$ cat src/rtl/logic_pipe_pkg.sv
// rtl/logic_pipe_pkg.sv - operation codes and per-bit operation evaluation for logic_pipe
package logic_pipe_pkg;

   localparam logic [1:0] OP_AND  = 2'b00;
   localparam logic [1:0] OP_OR   = 2'b01;
   localparam logic [1:0] OP_XOR  = 2'b10;
   localparam logic [1:0] OP_NAND = 2'b11;

   // Evaluated per bit so the top level can apply it to any operand width.
   function automatic logic eval_bit(input logic a, input logic b, input logic [1:0] op);
      logic res;
      case (op)
         OP_AND:  res = a & b;
         OP_OR:   res = a | b;
         OP_XOR:  res = a ^ b;
         default: res = ~(a & b);
      endcase
      return res;
   endfunction

endpackage

$ cat src/rtl/logic_pipe_stage.sv
// rtl/logic_pipe_stage.sv - one valid/data/reduction register of the logic_pipe chain
module logic_pipe_stage
   import logic_pipe_pkg::*;
#(
   parameter int W = 8
) (
   input  logic         clock,
   input  logic         reset,
   input  logic         prev_valid,
   input  logic [W-1:0] prev_data,
   input  logic         prev_red,
   input  logic         next_ready,
   output logic         ready,
   output logic         valid,
   output logic [W-1:0] data,
   output logic         red
);

   assign ready = !valid || next_ready;

   // Data only moves with a valid beat, so a bubble leaves the old payload in place.
   always_ff @(posedge clock) begin
      if (reset) begin
         valid <= 1'b0;
         data  <= '0;
         red   <= 1'b0;
      end else if (ready) begin
         valid <= prev_valid;
         if (prev_valid) begin
            data <= prev_data;
            red  <= prev_red;
         end
      end
   end

endmodule

$ cat src/rtl/logic_pipe.sv
// rtl/logic_pipe.sv - registered bitwise logic unit with DEPTH-stage valid/ready pipeline
module logic_pipe
   import logic_pipe_pkg::*;
#(
   parameter int W     = 8,
   parameter int DEPTH = 2,
   parameter int CNT_W = 16
) (
   input  logic             clock,
   input  logic             reset,
   input  logic [W-1:0]     ain,
   input  logic [W-1:0]     bin,
   input  logic [1:0]       op,
   input  logic             in_valid,
   output logic             in_ready,
   output logic             out_valid,
   input  logic             out_ready,
   output logic [W-1:0]     logic_out,
   output logic             and_all,
   output logic [CNT_W-1:0] out_count
);

   logic [W-1:0] result;
   logic         stg_valid [0:DEPTH];
   logic [W-1:0] stg_data  [0:DEPTH];
   logic         stg_red   [0:DEPTH];
   logic         stg_ready [1:DEPTH+1];

   always_comb begin
      result = '0;
      for (int i = 0; i < W; i++) begin
         result[i] = eval_bit(ain[i], bin[i], op);
      end
   end

   // Index 0 is the producer side; index DEPTH+1 of the ready chain is the consumer.
   assign stg_valid[0]       = in_valid;
   assign stg_data[0]        = result;
   assign stg_red[0]         = &result;
   assign stg_ready[DEPTH+1] = out_ready;

   for (genvar k = 1; k <= DEPTH; k++) begin : g_stage
      logic_pipe_stage #(.W(W)) u_stage (
         .clock      (clock),
         .reset      (reset),
         .prev_valid (stg_valid[k-1]),
         .prev_data  (stg_data[k-1]),
         .prev_red   (stg_red[k-1]),
         .next_ready (stg_ready[k+1]),
         .ready      (stg_ready[k]),
         .valid      (stg_valid[k]),
         .data       (stg_data[k]),
         .red        (stg_red[k])
      );
   end

   assign in_ready  = stg_ready[1];
   assign out_valid = stg_valid[DEPTH];
   assign logic_out = stg_data[DEPTH];
   assign and_all   = stg_red[DEPTH];

   always_ff @(posedge clock) begin
      if (reset) begin
         out_count <= '0;
      end else if (out_valid && out_ready) begin
         out_count <= out_count + 1'b1;
      end
   end

endmodule

$ cat config.mk
export PLATFORM = sky130hd
export DESIGN_NAME = logic_pipe
export DESIGN_NICKNAME = d
export VERILOG_FILES = /design/src/rtl/logic_pipe_pkg.sv /design/src/rtl/logic_pipe_stage.sv /design/src/rtl/logic_pipe.sv
export SDC_FILE = /design/constraint.sdc
export NUM_CORES = 1
export LEC_CHECK = 0
export BUFFER_PORTS_ARGS = -buffer_cell sky130_fd_sc_hd__buf_2
export CAP_MARGIN = 20
export CORE_UTILIZATION = 53
export DETAILED_ROUTE_END_ITERATION = 12
export HOLD_SLACK_MARGIN = 0.12
export PLACE_DENSITY = 0.79
export RECOVER_POWER = 25
export SLEW_MARGIN = 20
export SYNTH_ARGS = -nofsm -noshare
export SYNTH_HDL_FRONTEND = slang
export SYNTH_SLANG_ARGS = --single-unit
$ cat constraint.sdc
create_clock -name clock -period 1.95 [get_ports clock]
set_clock_uncertainty 0.2 [all_clocks]
set_input_delay 0.39 -clock clock [delete_from_list [all_inputs] [get_ports clock]]
set_output_delay 0.39 -clock clock [all_outputs]
set_load 0.02 [all_outputs]
Yosys cells after proc, flatten, opt, wreduce, memory -nomap -nowiden
Cells that the tools add are included.
{ "word_totals": {"register_bits": 36, "latch_bits": 0, "mem_bits_rw": 0, "rom_bits": 0, "in_bits": 22, "out_inout_bits": 27, "elab_cells": 59, "memories": 0} }
{ "classes": {"n_addsub": 1, "multipliers": 0, "div": 0, "magnitude_cmp": 0, "n_eq_ne": 2, "n_shift": 0, "n_mux": 8, "bitwise_logic": 32, "n_reduce_logical": 9} }
{ "ops": {"columns": ["cell", "n"], "rows": [
  ["one-hot mux 1 bit (3 select lines)", 8],
  ["adder 16 x 1 -> 16 bit (second input constant)", 1],
  ["bitwise AND 1 bit", 8],
  ["inverter 1 bit", 8],
  ["bitwise OR 1 bit", 8],
  ["AND reduction 8 bit", 1],
  ["bitwise XOR 1 bit", 8],
  ["AND reduction 2 bit", 2],
  ["equality test 2 x 1 -> 1 bit (second input constant)", 1],
  ["equality test 2 bit (second input constant)", 1],
  ["zero test 1 bit", 2],
  ["zero test 2 bit", 1],
  ["logical OR 1 bit", 2],
  ["logical AND 1 bit", 1]
]} }

Depth between registers and ports, before layout
{ "depth": {"ltp_word": 4, "depth_mapped": 7, "mapped_depth_nobuf": 7} }

By module
From an unflattened synthesis, not the netlist that was laid out.
{ "unflattened": {"cells_unflattened": 260, "hier_area_um2": 2296.0} }
{ "modules_own_cells": {"columns": ["mod", "instances", "cells_per_inst", "area_each_um2", "seq_area_each_um2"], "rows": [
  ["logic_pipe", 1, 170, 1355.0, 320.3],
  ["logic_pipe_stage", 2, 45, 470.5, 200.2]
]} }

Least setup slack after synthesis
No wires, ideal clock.
{ "synth_path": {"path_kind": "reg2reg", "start": "reg out_count[7]", "end": "reg out_count[15]", "setup_ns": 0.128, "t_arrival_ns": 1.497, "required_ns": 1.622, "slack_ns": 0.125, "stages_incl_launch_ff": 7, "path_buffers": 1, "period_less_slack_ns": 1.825, "cell_sequence": "dfxtp_1 -> nand3_2 -> or3_1 -> buf_6 -> nor4_4 -> xnor2_1 -> nor2_1"} }
{ "synth_via": {"elab_chain_cells": 1} }
{ "synth_rtl": {"columns": ["element", "line_no", "text"], "rows": [
  ["start: declaration", "logic_pipe.sv:20", "output logic [CNT_W-1:0] out_count"],
  ["start signal: assignment", "logic_pipe.sv:66", "out_count <= out_count + 1'b1;"],
  ["adder 16 x 1 -> 16 bit", "logic_pipe.sv:66", null]
]} }
Every way passes these cells.
A chain may end at the register's enable or synchronous reset.

Final worst setup path
{ "layout_path": {"start": "reg out_count[8]", "end": "reg out_count[15]"} }
The elaborated chain is that of the path after synthesis.

==> results.sh <==
export IMPL_finalSetupViolCount=0
export IMPL_grt_remaining_overflow=0
export IMPL_status="finished clean"
export IMPL_syn_to_final_growth_pct=18.7
export IMPL_cp_end_kind="flip-flop"
export IMPL_rsz0062_at_grt="no"
export IMPL_fp_row_count=22
export IMPL_slew_violations=0
export IMPL_ys_seq_area_frac=0.357
export IMPL_cts_resized=0
export IMPL_drtPass1Iterations=4
export IMPL_vias=1723
export IMPL_slowest_stage="or3_1"
export IMPL_tightestPinTransition_ns=0.963
export IMPL_drc_errors=0
export IMPL_worst_setup_path_start_kind="flip-flop"
export IMPL_syn_num_nets=292
export IMPL_fin_nets=338
export IMPL_final_hold_viol_count=0
export IMPL_coreArea_um2=3660
export IMPL_ioPinCount=49
export IMPL_cts_root_buf="clkbuf_8"
export IMPL_drtIter0Drc=93
export IMPL_diodes=0
export IMPL_tns_ns=0
export IMPL_cts_made_buffers=5
export IMPL_cts_tree="built"
export IMPL_peakVddDrop_mv=0.320
export IMPL_cts_buffer_depth=2
export IMPL_antenna_found_initial=0
export IMPL_drive_gt1_frac=0.183
export IMPL_cp_required_ns=1.88
export IMPL_gp_congestion=0.764
export IMPL_synth_top_area_frac=0.357
export IMPL_grt_use_total=0.200
export IMPL_grt_max_degree=28
export IMPL_period_minus_slack_ns=1.81
export IMPL_post_cts_setup_buffers=0
export IMPL_synthArstFlopShare=0
export IMPL_synth_area_leaders="dfxtp_1 36%, ha_1 11%, inv_1 5.4%, nand2_1 5.2%, nor2_1 5.2%"
export IMPL_insertion_delay_ns=0.28
export IMPL_wl_per_cell_um=10.5
export IMPL_start_util=0.551
export IMPL_wl_mm=3.65
export IMPL_hp_class="input pin to flip-flop"
export IMPL_portBuffers=48
export IMPL_die_h_um=63.7
export IMPL_ys_ff_latch=36
export IMPL_final_antenna_net_count=0
export IMPL_ys_warnings_count=0
export IMPL_cts_clk_slew_worst_paths_ns=0.07
export IMPL_grt_pass1_vias=1484
export IMPL_synth_area_um2=2020
export IMPL_maxCapViolCount=0
export IMPL_fillers=329
export IMPL_max_stage_delay_ns=0.45
export IMPL_pre_cts_ws_ns=0.142
export IMPL_setup_ws_ns=0.144
export IMPL_worst_setup_path_type="flip-flop to flip-flop"
export IMPL_cts_hold_buffers_added=0
export IMPL_cp_max_fo=6
export IMPL_slew_headroom=0.358
export IMPL_synth_edf_count=0
export IMPL_cp_arrival_ns=1.74
export IMPL_grt_first_pass_wirelength_mm=6.36
export IMPL_fin_crit_sh=0.926
export IMPL_cp_cell_sequence="nand3_2 -> or3_1 -> nor4_4 -> xnor2_1 -> nor2_1"
export IMPL_ys_types=32
export IMPL_viasPerCell=4.95
export IMPL_cts_sinks=36
export IMPL_die_x_um=63.7
export IMPL_synth_cells=253
export IMPL_die_area_um2=4060
export IMPL_placed_area_um2=2280
export IMPL_p_leak_uw=0.00114
export IMPL_syn_area_per_cell_um2=7.97
export IMPL_synth_main_ff_cell="dfxtp_1"
export IMPL_post_dp_hpwl_mm=2.69
export IMPL_yosys_area_top_type="dfxtp_1"
export IMPL_power_density_nw_per_um2=698
export IMPL_cts_htree_levels=2
export IMPL_post_route_cell_area_um2=2390
export IMPL_max_clock_freq_mhz=554
==> flip-flops by register name, summed over array words and instances (netlist names) <==
signal and cells:
out_count 16, g_stage.u_stage.data 16, g_stage.u_stage.red 2, g_stage.u_stage.valid 2
==> routing by layer <==
metal | GRT usage | vias to the layer above | share of wire
li1 | - | 917 | -
met4 | 0.0852 | 0 | 0.017
met3 | 0.0616 | 6 | 0.051
met1 | 0.259 | 757 | 0.49
met2 | 0.305 | 43 | 0.44
met5 | 0 | - | 0
==> worst max-delay path: cells and delay by family, from the launching register on <==
kind / cells / cell delay, ns
XOR/XNOR: 1 / 0.14
flip-flops: 1 / 0.40
AND/OR/NAND/NOR: 4 / 0.91
==> through the flow <==
stage,total power [µW],hold slack [ns],utilization,std cells
floorplan,931,0.236,-,253
global route,1760,0.150,0.654,348
finish,1670,0.155,0.654,348
CTS,1690,0.144,0.659,348
detailed placement,993,0.247,0.624,340
global placement,987,0.244,0.624,340
==> synthesized netlist by cell type (7+ instances only) <==
cell type / count
inv_1: 29
nor2_1: 28
xnor2_1: 8
clkbuf_1: 7
a21oi_1: 17
mux2i_1: 9
ha_1: 17
dfxtp_1: 36
nand2_1: 28
nor2b_1: 10
o21ai_0: 16
==> final timing paths <==
path	end	depth (start not counted)	slack [ns]	start
setup reg to reg	out_count[15]	5	0.14	out_count[8]
setup / recovery	out_count[15]	5	0.14	out_count[8]
hold / removal	g_stage[1].u_stage.valid	3	0.15	in_valid
hold reg to reg	g_stage[1].u_stage.data[6]	2	0.26	g_stage[1].u_stage.data[6]
==> final cells by class <==
type                            instances  area, µm²  share of cell area
Tap cell                               48       60.1              0.0251
Timing Repair Buffer                   52        254               0.106
Multi-Input combinational cell        175       1120               0.470
Clock buffer                            7       96.3              0.0402
Clock inverter                          1       30.0              0.0125
Inverter                               29        109              0.0455
Sequential cell                        36        721               0.301
==> layout by cell type (no fill, tap or decap) <==
| master | n |
|---|---|
| a21oi_1 | 17 |
| inv_1 | 29 |
| o31ai_1 | 5 |
| xor2_1 | 4 |
| dfxtp_1 | 36 |
| nand3_2 | 2 |
| buf_2 | 37 |
| bufinv_16 | 1 |
| and3_1 | 2 |
| nand4_1 | 3 |
| nand3b_1 | 2 |
| a211oi_1 | 1 |
| buf_4 | 3 |
| clkbuf_2 | 1 |
| nor2b_1 | 10 |
| nor4_4 | 1 |
| nand4_2 | 1 |
| mux2i_1 | 9 |
| and2_1 | 2 |
| nor3_1 | 5 |
| nand3_1 | 2 |
| o22ai_1 | 2 |
| or3_1 | 3 |
| nor2_1 | 28 |
| nor3_2 | 1 |
| ha_1 | 17 |
| xnor2_1 | 8 |
| clkbuf_1 | 11 |
| a21boi_0 | 1 |
| or3_2 | 1 |
| clkbuf_8 | 7 |
| o211ai_1 | 4 |
| o21ai_0 | 16 |
| nand2_1 | 28 |
==> power breakdown <==
part,switching [µW],internal (µW),leakage [µW]
sequential,12.7,757,0.000293
combinational,120,83.9,0.000782
clock,247,451,0.0000645
==> kinds of logic after synthesis <==
group / count (synthesis) / synth area share
and+or+nand+nor: 91 / 0.226
AOI/OAI and AO/OA: 46 / 0.129
buffers and inverters: 42 / 0.0850
DFF: 36 / 0.357
adders and majority gates: 17 / 0.105
xor gates and xnor gates: 12 / 0.0521
muxes: 9 / 0.0447
Note: power is estimated with default switching activity, not from simulation.
